File: src/rtl/quad_enc_gen.sv
// quad_enc_gen: command-driven quadrature encoder pattern generator.
//
// A command (direction, number of edges, clk cycles between edges) is
// accepted in IDLE. In RUN the block emits one quadrature transition every
// P cycles on enc_a/enc_b and tracks a signed edge position in pos. The
// quadrature phase and pos persist across commands; only reset clears them.
//
// Handshake: a command transfers on a posedge where cmd_valid=1 and
// cmd_ready=1. cmd_ready is high only in IDLE and out of reset. cmd_valid
// seen while busy is dropped, never queued. Command fields are sampled only
// at the transfer edge.
//
// Ports:
//   clk, rst          clock, synchronous active-high reset
//   cmd_valid/ready   command handshake
//   cmd_dir           1 = forward (A leads B), 0 = reverse
//   cmd_steps         number of quadrature edges to emit
//   cmd_period        clk cycles between edges (0 behaves as 1)
//   abort             stop the active command, no further edge, no done
//   enc_a, enc_b      registered quadrature outputs
//   busy              command in progress
//   done              one-cycle pulse after the final edge of a command
//   pos               two's complement edge position, wraps
//   state_dbg         current FSM state (0 = IDLE, 1 = RUN)
module quad_enc_gen #(
  parameter int CNT_W = 16,
  parameter int DIV_W = 16
) (
  input  logic             clk,
  input  logic             rst,
  input  logic             cmd_valid,
  output logic             cmd_ready,
  input  logic             cmd_dir,
  input  logic [CNT_W-1:0] cmd_steps,
  input  logic [DIV_W-1:0] cmd_period,
  input  logic             abort,
  output logic             enc_a,
  output logic             enc_b,
  output logic             busy,
  output logic             done,
  output logic [CNT_W-1:0] pos,
  output logic             state_dbg
);

  typedef enum logic {
    IDLE = 1'b0,
    RUN  = 1'b1
  } state_t;

  localparam logic [CNT_W-1:0] ONE_C = {{(CNT_W-1){1'b0}}, 1'b1};
  localparam logic [DIV_W-1:0] ONE_D = {{(DIV_W-1){1'b0}}, 1'b1};

  state_t           state;
  state_t           state_nxt;
  logic             dir_q;
  logic [CNT_W-1:0] steps_left;
  logic [DIV_W-1:0] period_q;
  logic [DIV_W-1:0] tick_cnt;

  logic [DIV_W-1:0] p_eff;
  logic             accept;
  logic             fire;
  logic             last;
  logic [1:0]       phase;
  logic [1:0]       phase_nxt;

  // State register.
  always_ff @(posedge clk) begin
    if (rst) state <= IDLE;
    else     state <= state_nxt;
  end

  // Next state and combinational controls.
  always_comb begin
    state_nxt = state;
    p_eff     = (cmd_period == '0) ? ONE_D : cmd_period;
    accept    = (state == IDLE) && cmd_valid;
    // abort wins over a scheduled edge, including the last one.
    fire      = (state == RUN) && !abort && (tick_cnt == '0);
    last      = fire && (steps_left == ONE_C);
    // Gray position index: 00->0, 10->1, 11->2, 01->3. Forward is +1.
    phase     = {enc_b, enc_a ^ enc_b};
    phase_nxt = dir_q ? (phase + 2'd1) : (phase - 2'd1);
    unique case (state)
      IDLE: if (accept && (cmd_steps != '0)) state_nxt = RUN;
      RUN:  if (abort || last)               state_nxt = IDLE;
      default: state_nxt = IDLE;
    endcase
  end

  assign cmd_ready = (state == IDLE) && !rst;
  assign busy      = (state == RUN) && !rst;
  assign state_dbg = state;

  // Datapath. tick_cnt counts down to the next edge; loading P-1 at
  // acceptance places the first edge P cycles after the accepting edge.
  always_ff @(posedge clk) begin
    if (rst) begin
      enc_a      <= 1'b0;
      enc_b      <= 1'b0;
      pos        <= '0;
      done       <= 1'b0;
      dir_q      <= 1'b0;
      steps_left <= '0;
      period_q   <= ONE_D;
      tick_cnt   <= '0;
    end else begin
      done <= 1'b0;
      if (accept) begin
        dir_q      <= cmd_dir;
        steps_left <= cmd_steps;
        period_q   <= p_eff;
        tick_cnt   <= p_eff - ONE_D;
        // A zero-step command completes immediately without leaving IDLE.
        if (cmd_steps == '0) done <= 1'b1;
      end else if (fire) begin
        enc_a      <= phase_nxt[1] ^ phase_nxt[0];
        enc_b      <= phase_nxt[1];
        pos        <= dir_q ? (pos + ONE_C) : (pos - ONE_C);
        steps_left <= steps_left - ONE_C;
        tick_cnt   <= period_q - ONE_D;
        if (last) done <= 1'b1;
      end else if ((state == RUN) && !abort) begin
        tick_cnt <= tick_cnt - ONE_D;
      end
    end
  end

endmodule

File: config.mk
export PLATFORM = sky130hd
export DESIGN_NAME = quad_enc_gen
export DESIGN_NICKNAME = d
export VERILOG_FILES = /design/src/rtl/quad_enc_gen.sv
export SDC_FILE = /design/constraint.sdc
export NUM_CORES = 1
export LEC_CHECK = 0
export CORE_MARGIN = 2
export CORE_UTILIZATION = 60
export DETAILED_ROUTE_END_ITERATION = 10
export PLACE_DENSITY = 0.87
export SKIP_CTS_REPAIR_TIMING = 1
export SLEW_MARGIN = 30
export SYNTH_ARGS = -nofsm -noshare
export SYNTH_HDL_FRONTEND = slang
export SYNTH_SLANG_ARGS = --single-unit
File: constraint.sdc
create_clock -name clk -period 8.32 [get_ports clk]
set_clock_uncertainty 0.1 [all_clocks]
set_input_delay 1.664 -clock clk [delete_from_list [all_inputs] [get_ports clk]]
set_output_delay 1.664 -clock clk [all_outputs]
set_load 0.02 [all_outputs]
Word-level counts from Yosys, hierarchy flattened
Cells that the tools add are included.

operators by class
  add/sub/neg operators = 8
  eq/ne operators = 1
  multiplexer cells = 15
  bitwise operators = 4
  reduce and logical (&&, ||, !) cells = 17

operators by type and width
  cell                                                number
  two-way mux 16 bit                                  7
  subtractor 16 x 1 -> 16 bit, second input constant  5
  zero test 16 bit                                    3
  adder 16 x 1 -> 16 bit, second input constant       1
  == test 16 x 1 -> 1 bit, second input constant      1
  nonzero test 16 bit                                 1
  logical AND 1 bit                                   7
  two-way mux 1 bit                                   6
  nonzero test 3 bit                                  1
  adder 2 x 1 -> 2 bit, second input constant         1
  zero test 1 bit                                     2
  two-way mux 2 bit                                   1
  NOT 1 bit                                           2
  one-hot mux 1 bit (2 select lines)                  1
  AND reduction 2 bit                                 1
  nonzero test 2 bit                                  1
  subtractor 2 x 1 -> 2 bit, second input constant    1
  XOR 1 bit                                           2
  logical OR 1 bit                                    1

word-level totals
  register bits after elaboration = 69
  input port bits = 37
  output and inout bits = 22
  word-level logic and storage cells = 54

Longest topological paths before layout
  depth in word-level cells = 7
  depth in mapped cells = 13
  depth with buffers taken out = 12

Worst setup path before layout
No wires, ideal clock.

  path kind = in2out
  from = input port rst
  to = output port cmd_ready
  data arrival time = 2.363 ns
  data required time = 6.556 ns
  setup slack = 4.193 ns
  cell stages on the path = 3
  buffers on the path = 2
  cells stage by stage = clkbuf_1 -> clkbuf_1 -> nor2_1

between the ends
  longest elaborated chain between the ends = 2

ends and longest elaborated chain
  element             RTL line  text
  start: declaration  30        input logic rst,
  zero test 1 bit     91        assign cmd_ready = (state == IDLE) && !rst;
  logical AND 1 bit   91
  end: declaration    32        output logic cmd_ready,

Every way passes these cells.

Final worst setup path
  from = input port abort
  to = register tick_cnt[12]

between the ends
  longest elaborated chain between the ends = 5
  elaborated cells on any way between the ends = 6
  classes of those cells = mux (2); reduce/logical (4)

ends and longest elaborated chain
  element                 RTL line  text
  start: declaration      36        input logic abort,
  zero test 1 bit *       79, 123
  logical AND 1 bit *     79, 123
  logical AND 1 bit       79        fire = (state == RUN) && !abort && (tick_cnt == '0);
  two-way mux 16 bit      116       end else if (fire) begin
  two-way mux 16 bit      109       if (accept) begin
  end signal: assignment  113       tick_cnt <= p_eff - ONE_D;
  end signal: assignment  121       tick_cnt <= period_q - ONE_D;
  end signal: assignment  124       tick_cnt <= tick_cnt - ONE_D;
  end: declaration        58        logic [DIV_W-1:0] tick_cnt;

Mark *: on every way between the ends. The rest lies on a longest branch, timed or not.
A chain may end at the register's enable or synchronous reset.

==> flow_metrics.tcl <==
set metrics [dict create \
    netlist_instances 562 \
    hold_depth 2 \
    ir_worst_vdd_mv 0.0973 \
    power.total_mw 0.861 \
    setup_viol 0 \
    power_frac_seq_pct 43.4 \
    postLayoutCellArea_um2 5010 \
    yosys.area.top_type_share_pct 32.8 \
    clkTransAtPathRegs_ns 0.07 \
    grt_pass1_vias 4019 \
    clockRootBuffer "clkbuf_8" \
    wl_per_cell_um 15.8 \
    setup_tns_ns 0 \
    dieWidth_um 87.7 \
    required_ns 8.47 \
    numCtsBuffers 9 \
    fin_ws_ns 3.85 \
    core_um2 6790 \
    reg2regPathDepth 10 \
    pwr-share-comb_pct 24.7 \
    drcViolationCount 0 \
    first_pass_iters 6 \
    track_usage_pct 29.6 \
    yosysTopAreaCell "dfxtp_1" \
    leakage_nw 1.87 \
    placedInstanceArea_um2 4820 \
    hp-start "period_q[14]" \
    grt_max_degree 77 \
    dp_hpwl_mm 7.56 \
    setup.worst_path.end "tick_cnt[12]" \
    antenna_found_initial 0 \
    end_kind "flip-flop" \
    r2r_start "dir_q" \
    syn_avg_cell_area_um2 7.48 \
    vias 4330 \
    maxSlewViolCount 0 \
    die_y_um 87.7 \
    synth_seq_area_share_pct 32.8 \
    netlist_area_um2 4210 \
    syn_to_final_growth_pct 19.2 \
    setup.worst_path.class "input pin to flip-flop" \
    fmaxAchievable_mhz 224 \
    die_area_um2 7690 \
    dp.cells 691 \
    rsz0062_at_grt "false" \
    ys_top_cells_by_count "nand2_1 (97), dfxtp_1 (69), a21oi_1 (65), nor2_1 (56), o21ai_0 (25)" \
    slew_headroom_pct 40.3 \
    synthArstFlopShare_pct 0 \
    fin_cells 707 \
    row_count 30 \
    status "complete, no violations" \
    ys_top_cells_by_area "dfxtp_1 (33%), nand2_1 (8.7%), a21oi_1 (7.7%)" \
    hold_violations 0 \
    synth.distinct_cells 60 \
    worstSetupStartpoint "abort" \
    synth_flop_cell "dfxtp_1" \
    power_switching_mw 0.273 \
    synth-edff-count 0 \
    ant_nets 0 \
    ys_ff_latch 69 \
    yosys_warnings 0 \
    avgViaCountPerCell 6.12 \
    layout-drive-gt1-share_pct 5.89 \
    fillCellCount 530 \
    routed_wl_mm 11.2 \
    drt_iter0_drc 460 \
    clockPowerShare_pct 31.9 \
    cp.arrival_ns 4.62 \
    antenna_cells 0 \
    pre_cts_slack_ns 3.34 \
    place.port_buffers 58 \
    start_util_pct 61.9 \
    clock-sinks 69 \
    io_pins 59 \
    rr_endpoint "pos[14]" \
    insertion_delay_ns 0.35 \
    grt-ovfl-total 0 \
    r2r_slack_ns 5.12 \
    swShare_pct 31.7 \
    fin_nets 661 \
    cts_buffer_depth 2 \
    drv_cap 0 \
    fin_crit_sh_pct 53.7 \
    grt_pass1_wl_mm 18.1 \
    min_path_type "flip-flop to flip-flop" \
    gp_congestion 0.946 \
    internal_power_mw 0.588 \
    cts_tree "yes" \
    worst-path-max-fanout 23 \
    yosysMostFrequentCell "nand2_1" \
    syn_nets 617 \
    htree_levels 3 \
    final.min_clock_period_ns 4.47 \
    cellPowerDensity_nw_per_um2 172 \
    worstMarginPinSlew_ns 0.892 \
    final_util_pct 73.8 \
    startpoint_type "input pin" \
    whs_ns 0.362 \
]
[state kept, by name, summed over array words and instances, names as in the netlist]
name / cells
state_dbg: 1
dir_q: 1
enc_b: 1
period_q: 16
tick_cnt: 16
pos: 16
steps_left: 16
enc_a: 1
done: 1
[worst min path at each step]
stage / to / slack (ns)
after floorplan: period_q[14] / 0.34
after global placement: period_q[15] / 0.35
after detailed placement: period_q[14] / 0.35
after CTS: period_q[14] / 0.36
after global routing: pos[3] / 0.39
final: period_q[14] / 0.36
[cells in the final DEF, fill, tap and decap left out, types with 6 or more instances in the layout]
cell,n
a211oi_1,13
a21oi_1,65
clkbuf_8,10
clkdlybuf4s50_1,57
dfxtp_1,69
ha_1,17
inv_1,10
mux2i_1,7
nand2_1,97
nand3_1,20
nand3b_1,6
nor2_1,56
nor3_1,16
nor4_1,13
o21ai_0,25
or3_1,9
xnor2_1,21
[cells by family after synthesis]
group,Yosys count,synth area share [%]
xor gates and xnor gates,24,5.00
muxes,8,1.93
adders and majority gates,18,5.53
and+or+nand+nor,258,29.6
buffers and inverters,39,3.75
AOI/OAI and AO/OA,146,21.3
DFF,69,32.8
[area by class of cell]
cell class | count | area (um2) | area share (%)
multi-input cells | 454 | 2680 | 53.4
inverters | 10 | 37.5 | 0.749
clock inverters | 4 | 47.5 | 0.948
flip-flops and latches | 69 | 1380 | 27.6
well taps | 96 | 120 | 2.40
repair buffers | 62 | 606 | 12.1
clock buffers | 12 | 145 | 2.89
[metal layers]
layer  routed length [um]  global-route usage, %  up-vias
met3                  670                   4.43       29
li1                     -                      -     2095
met1                 4950                   38.1     2030
met5                    0                      0        -
met4                  280                   14.1        0
met2                 5300                   48.6      176
[critical path: stages]
cell and delay [ns]:
clkdlybuf4s50_1 0.44, and2b_1 0.23, nand4_1 0.16, nor2_4 0.15, a22oi_1 0.21, and2_1 0.20, ha_1 0.16, inv_1 0.06
or3_1 0.45, nor3_2 0.34, nand3_1 0.14, xnor2_1 0.16, a211oi_1 0.25
[power groups by stage]
stage,Sequential (mW),Combinational (mW),Clock (mW)
2_1_floorplan,0.377,0.148,0
3_3_place_gp,0.379,0.201,0
3_5_place_dp,0.380,0.207,0
4_1_cts,0.373,0.209,0.278
5_1_grt,0.376,0.233,0.292
6_report,0.374,0.213,0.275
Note: power is estimated with default switching activity, not from simulation.
